File: config.mk
export PLATFORM = sky130hd
export DESIGN_NAME = reg_writeback_ctrl
export DESIGN_NICKNAME = d
export VERILOG_FILES = /design/src/rtl/reg_writeback_ctrl_pkg.sv /design/src/rtl/reg_writeback_ctrl_ld_tag_fifo.sv /design/src/rtl/reg_writeback_ctrl.sv
export SDC_FILE = /design/constraint.sdc
export NUM_CORES = 1
export LEC_CHECK = 0
export ABC_CLOCK_PERIOD_IN_PS = 4900
export BUFFER_PORTS_ARGS = -buffer_cell sky130_fd_sc_hd__buf_4
export CORE_ASPECT_RATIO = 2
export CORE_UTILIZATION = 40
export DETAILED_ROUTE_END_ITERATION = 10
export SLEW_MARGIN = 20
export SYNTH_ARGS = -nofsm -noshare
export SYNTH_HDL_FRONTEND = slang
export SYNTH_HIERARCHICAL = 1
export SYNTH_SLANG_ARGS = --single-unit
File: constraint.sdc
create_clock -name clk -period 4.9 [get_ports clk]
set_clock_uncertainty 0.15 [all_clocks]
set_input_delay 1.225 -clock clk [delete_from_list [all_inputs] [get_ports clk]]
set_output_delay 1.225 -clock clk [all_outputs]
set_load 0.01 [all_outputs]
File: src/rtl/reg_writeback_ctrl_pkg.sv
// rv_wb_pkg: load funct3 encodings, the in-flight load tag, and load data extraction
// shared by the write-back controller and its tag FIFO.
package rv_wb_pkg;

  localparam int unsigned WB_REG_SIZE  = 32;
  localparam int unsigned WB_ADDR_BITS = 5;

  typedef enum logic [2:0] {
    LB  = 3'd0,
    LH  = 3'd1,
    LW  = 3'd2,
    LBU = 3'd4,
    LHU = 3'd5
  } ld_f3_e;

  // f3 is kept raw so unlisted encodings survive to the extractor and behave as LW.
  typedef struct packed {
    logic [WB_ADDR_BITS-1:0] rd;
    logic [2:0]              f3;
    logic [1:0]              off;
  } ld_tag_t;

  function automatic logic [WB_REG_SIZE-1:0] ld_extract(
    input logic [WB_REG_SIZE-1:0] word,
    input logic [2:0]             f3,
    input logic [1:0]             off
  );
    logic [7:0]  b;
    logic [15:0] h;
    b = word[{off, 3'b000} +: 8];
    h = off[1] ? word[31:16] : word[15:0];
    case (f3)
      LB:      ld_extract = {{(WB_REG_SIZE-8){b[7]}}, b};
      LBU:     ld_extract = {{(WB_REG_SIZE-8){1'b0}}, b};
      LH:      ld_extract = {{(WB_REG_SIZE-16){h[15]}}, h};
      LHU:     ld_extract = {{(WB_REG_SIZE-16){1'b0}}, h};
      default: ld_extract = word;
    endcase
  endfunction

  function automatic logic ld_misaligned(input logic [2:0] f3, input logic [1:0] off);
    case (f3)
      LB, LBU: ld_misaligned = 1'b0;
      LH, LHU: ld_misaligned = off[0];
      default: ld_misaligned = (off != 2'b00);
    endcase
  endfunction

endpackage

File: src/rtl/reg_writeback_ctrl_ld_tag_fifo.sv
// ld_tag_fifo: synchronous FIFO of outstanding load tags; every slot and its
// occupancy is exported so the controller can build the busy scoreboard.
module ld_tag_fifo
  import rv_wb_pkg::*;
#(
  parameter int unsigned DEPTH = 4
) (
  input  logic                    clk,
  input  logic                    rst_n,
  input  logic                    push,
  input  ld_tag_t                 push_tag,
  input  logic                    pop,
  output ld_tag_t                 head,
  output logic                    full,
  output logic                    empty,
  output ld_tag_t [DEPTH-1:0]     entries,
  output logic    [DEPTH-1:0]     valid
);

  localparam int unsigned PW = (DEPTH > 1) ? $clog2(DEPTH) : 1;
  localparam logic [PW:0] FULL_CNT = DEPTH[PW:0];

  ld_tag_t [DEPTH-1:0] mem;
  logic [PW-1:0]       wr_ptr;
  logic [PW-1:0]       rd_ptr;
  logic [PW:0]         count;

  assign full    = (count == FULL_CNT);
  assign empty   = (count == '0);
  assign head    = mem[rd_ptr];
  assign entries = mem;

  // Slot i is live when its distance from the read pointer is below the fill count.
  always_comb begin
    valid = '0;
    for (int unsigned i = 0; i < DEPTH; i++) begin
      valid[i] = ({1'b0, PW'(i) - rd_ptr}) < count;
    end
  end

  always_ff @(posedge clk or negedge rst_n) begin
    if (!rst_n) begin
      mem    <= '0;
      wr_ptr <= '0;
      rd_ptr <= '0;
      count  <= '0;
    end else begin
      if (push) begin
        mem[wr_ptr] <= push_tag;
        wr_ptr      <= wr_ptr + PW'(1);
      end
      if (pop) begin
        rd_ptr <= rd_ptr + PW'(1);
      end
      case ({push, pop})
        2'b10:   count <= count + 1'b1;
        2'b01:   count <= count - 1'b1;
        default: count <= count;
      endcase
    end
  end

endmodule

File: src/rtl/reg_writeback_ctrl.sv
// reg_writeback_ctrl: merges ALU results and in-order load responses into one registered
// reg-file write per cycle. Optional misaligned-load trap: RV_WB_MISALIGN_CHK_EN.
module reg_writeback_ctrl
  import rv_wb_pkg::*;
#(
  parameter int unsigned REG_SIZE  = 32,
  parameter int unsigned ADDR_BITS = 5,
  parameter int unsigned LD_DEPTH  = 4
) (
  input  logic                 clk,
  input  logic                 rst_n,
  input  logic                 alu_valid,
  input  logic [ADDR_BITS-1:0] alu_rd,
  input  logic [REG_SIZE-1:0]  alu_data,
  input  logic                 ld_issue_valid,
  input  logic [ADDR_BITS-1:0] ld_issue_rd,
  input  logic [2:0]           ld_issue_f3,
  input  logic [1:0]           ld_issue_off,
  output logic                 ld_issue_ready,
  input  logic                 mem_rvalid,
  input  logic [REG_SIZE-1:0]  mem_rdata,
  output logic                 mem_rready,
  input  logic [ADDR_BITS-1:0] rs1,
  input  logic [ADDR_BITS-1:0] rs2,
  output logic                 rs1_busy,
  output logic                 rs2_busy,
  output logic                 WE,
  output logic [ADDR_BITS-1:0] A3,
  output logic [REG_SIZE-1:0]  WD
`ifdef RV_WB_MISALIGN_CHK_EN
  ,
  output logic                 ld_misalign
`endif
);

  logic                     alu_wr;
  logic                     push;
  logic                     fifo_full;
  logic                     fifo_empty;
  logic                     ld_bad;
  ld_tag_t                  push_tag;
  ld_tag_t                  head;
  ld_tag_t [LD_DEPTH-1:0]   entries;
  logic    [LD_DEPTH-1:0]   valid;
  logic [(1<<ADDR_BITS)-1:0] pending;
  logic [REG_SIZE-1:0]      ld_data;

  assign alu_wr         = alu_valid && (alu_rd != '0);
  assign mem_rready     = mem_rvalid && !fifo_empty && !alu_wr;
  // A pop in the same cycle frees the slot, so a full FIFO still takes the issue.
  assign ld_issue_ready = !fifo_full || mem_rready;
  assign push           = ld_issue_valid && ld_issue_ready;
  assign push_tag       = '{rd: ld_issue_rd, f3: ld_issue_f3, off: ld_issue_off};
  assign ld_data        = ld_extract(mem_rdata, head.f3, head.off);

`ifdef RV_WB_MISALIGN_CHK_EN
  assign ld_bad = ld_misaligned(head.f3, head.off);
`else
  assign ld_bad = 1'b0;
`endif

  ld_tag_fifo #(.DEPTH(LD_DEPTH)) u_tag_fifo (
    .clk      (clk),
    .rst_n    (rst_n),
    .push     (push),
    .push_tag (push_tag),
    .pop      (mem_rready),
    .head     (head),
    .full     (fifo_full),
    .empty    (fifo_empty),
    .entries  (entries),
    .valid    (valid)
  );

  // Scoreboard derived from live tags: a register stays busy while any queued load targets it.
  always_comb begin
    pending = '0;
    for (int unsigned i = 0; i < LD_DEPTH; i++) begin
      if (valid[i]) pending[entries[i].rd] = 1'b1;
    end
    pending[0] = 1'b0;
  end

  assign rs1_busy = pending[rs1];
  assign rs2_busy = pending[rs2];

  always_ff @(posedge clk or negedge rst_n) begin
    if (!rst_n) begin
      WE <= 1'b0;
      A3 <= '0;
      WD <= '0;
    end else begin
      WE <= 1'b0;
      if (alu_wr) begin
        WE <= 1'b1;
        A3 <= alu_rd;
        WD <= alu_data;
      end else if (mem_rready && (head.rd != '0) && !ld_bad) begin
        WE <= 1'b1;
        A3 <= head.rd;
        WD <= ld_data;
      end
    end
  end

`ifdef RV_WB_MISALIGN_CHK_EN
  always_ff @(posedge clk or negedge rst_n) begin
    if (!rst_n) ld_misalign <= 1'b0;
    else        ld_misalign <= mem_rready && ld_bad;
  end
`endif

endmodule
==> flow_metrics.tcl <==
set metrics [dict create \
    status "completed" \
    rsz0062_at_grt "yes" \
    worst_pin_slew_ns 0.7566 \
    cp_common_cell "buf_4" \
    p_leak_nw 3.178 \
    antenna_cells 0 \
    reg2reg_from "u_tag_fifo/rd_ptr[0]" \
    cts_hold_buf 0 \
    crit_fanout 8 \
    route.detailed.drc 0 \
    drt-pass1-iter-count 5 \
    dieWidth_um 89.65 \
    hp-class "register to register" \
    via_per_inst 6.229 \
    async_reset_ff_share_pct 100.0 \
    cap_violations 0 \
    worst_slack_ns 0.09808 \
    wl_um 23500 \
    io_buffers 135 \
    syn_to_final_growth_pct 26.14 \
    crit_slowest_cell "dfrtp_2" \
    grt_first_pass_wirelength_um 34600 \
    power_density_nw_per_um2 685.4 \
    ys_seq_area_share_pct 34.61 \
    path_clk_slew_ns 0.06 \
    critPathKind "register to output port" \
    dieArea_um2 15890 \
    ys_warn_count 6 \
    synth_flop_cell "dfrtp_1" \
    synth-edff-count 0 \
    grt_pass1_vias 6331 \
    layout_commonest_cell "buf_4" \
    route.met3.wl_um 1249 \
    drt_iter0_drc 338 \
    numCtsBuffers 9 \
    relSlewSlack_pct 49.56 \
    reg2reg_depth 9 \
    max_freq_mhz 208.3 \
    period_share_pct 98.00 \
    io_pins 136 \
    cp_cell_sequence "xnor2_2, inv_1, ha_1, a21oi_2, or2_4, or3b_4, buf_4, o22ai_1, a211oi_1, mux2_2, nor3_2, nor4b_4, a211oi_2, buf_4" \
    ys_ff_latch 85 \
    required_ns 3.52 \
    overflow 0 \
    drive_gt1_share_pct 34.88 \
    antenna_found_initial 0 \
    peakVddDrop_mv 0.2462 \
    wl_per_cell_um 23.69 \
    r2r_setup_slack_ns 1.32 \
    synth.cell_area_um2 6146 \
    wl_met2_um 13130 \
    crit_path_end_kind "output port" \
    crit_arrival_ns 3.43 \
    fill_cells 1414 \
    placed_area_um2 7333 \
    crit_family "simple AND/OR/NAND/NOR gates" \
    hold_violations 0 \
    cts-root-buf "clkbuf_16" \
    dp_hpwl_um 18370 \
    cp.buffers_inverters 3 \
    whs_ns 0.3546 \
    netlist.area_leader.share_pct 34.61 \
    cts_tree "yes" \
    rr_endpoint "WD[14]" \
    slowest_delay_ns 0.48 \
    yosys.cell_types.count 68 \
    hold_depth 1 \
    synth_top_cell_by_area "dfrtp_1" \
    synthCells 662 \
    hold_end "u_tag_fifo/entries[20]" \
    setup-violations-final 0 \
    die_y_um 177.3 \
    insertion_delay_ns 0.34 \
    min-delay-start "u_tag_fifo/entries[20]" \
    routed-via-count 6179 \
    wl_met1_um 7347 \
    syn-num-nets 766 \
    start_kind "register" \
    drv_slew 0 \
    topRoutingLayerUsed "met4" \
    place_ws_ns 0.1985 \
    period_needed_ns 4.802 \
    rows 63 \
    final_cell_mix "157 x buf_4, 84 x dfrtp_1, 71 x nor2_1, 59 x nand2_1, 51 x mux2_2" \
    final_area_um2 7752 \
    gp_congestion 0.9133 \
    drtAntennaViolNets 0 \
    clk_path_buf_depth 2 \
    grt_max_degree 62 \
    nNetsFinal 896 \
    syn_avg_cell_area_um2 9.284 \
    cts.sinks 85 \
    track_usage_pct 30.26 \
    initial_core_util_pct 41.25 \
    synth_area_leaders "dfrtp_1 35%, mux2_2 9.3%, mux4_2 5.1%" \
    coreArea_um2 14900 \
    fin_util_pct 52.04 \
    htree_levels 3 \
]
cell families after synthesis:
family / count (synthesis) / synth area share [%]
simple gates: 242 / 20.54
compound gates: 191 / 20.18
flops: 85 / 34.61
mux: 75 / 17.69
buf+inv: 52 / 3.827
fa+ha+maj: 10 / 2.158
xor+xnor: 7 / 0.9976
layer usage:
| metal | track usage (%) | up-vias |
|---|---|---|
| met5 | 0 | - |
| met3 | 4.651 | 113 |
| met1 | 26.52 | 2995 |
| met2 | 57.80 | 298 |
| met4 | 23.02 | 0 |
| li1 | - | 2773 |
through the flow:
stage	instances	total power [mW]	setup TNS [ns]
floorplan	662	3.394	0
global placement	968	4.439	0
detailed placement	968	4.493	0
CTS	985	5.156	0
global route	992	5.658	-0.07871
finish	992	5.313	0
worst max path at each step:
stage	startpoint	endpoint	slack [ns]	cells past startpoint
3_3_place_gp	u_tag_fifo/rd_ptr[1]	rs1_busy	0.24	12
4_1_cts	u_tag_fifo/rd_ptr[1]	rs1_busy	0.02	12
3_5_place_dp	u_tag_fifo/rd_ptr[1]	rs1_busy	0.20	12
2_1_floorplan	u_tag_fifo/rd_ptr[0]	rs2_busy	0.61	14
6_report	u_tag_fifo/rd_ptr[1]	rs2_busy	0.1	14
5_1_grt	u_tag_fifo/rd_ptr[1]	rs2_busy	-0.05	14
report_power, final:
group | internal, mW | switching (mW) | total (mW)
combinational | 1.43 | 1.81 | 3.25
sequential | 0.990 | 0.459 | 1.45
clock | 0.342 | 0.276 | 0.619
total | 2.76 | 2.55 | 5.31
timing repair:
action,in CTS,in global routing
setup endpoints to repair,2,2
gates resized for setup,7,17
cloned,0,0
buffers inserted,1,7
pin swaps,0,5
state kept, by name, summed over array words and instances, names as in the netlist:
| signal | count |
|---|---|
| A3 | 5 |
| u_tag_fifo/entries | 40 |
| WE | 1 |
| WD | 32 |
| u_tag_fifo/count | 3 |
| u_tag_fifo/rd_ptr | 2 |
| u_tag_fifo/wr_ptr | 2 |
synth_stat cells (5+ instances only):
library cell / n
a211oi_1: 10
a21oi_1: 50
a221oi_1: 10
a31oi_1: 15
buf_2: 13
clkbuf_1: 23
dfrtp_1: 85
ha_1: 9
inv_1: 13
mux2_2: 51
mux4_1: 6
mux4_2: 14
nand2_1: 59
nand2b_1: 7
nand3_1: 7
nand3b_1: 18
nor2_1: 71
nor2b_1: 8
nor3_1: 21
nor3b_1: 5
o21ai_0: 16
o21ai_1: 15
o221ai_1: 5
o22a_1: 5
o22ai_1: 37
o32ai_1: 7
or3b_1: 9
final cells by class:
cell class	instances	area [um^2]	share of cell area, %
multi-input cells	525	3880	50.05
flip-flops and latches	85	2128	27.45
repair buffers	157	1179	15.20
well taps	195	244.0	3.147
clock buffers	10	229.0	2.954
inverters	14	52.55	0.6779
clock inverters	6	40.04	0.5165
Note: power is estimated with default switching activity, not from simulation.
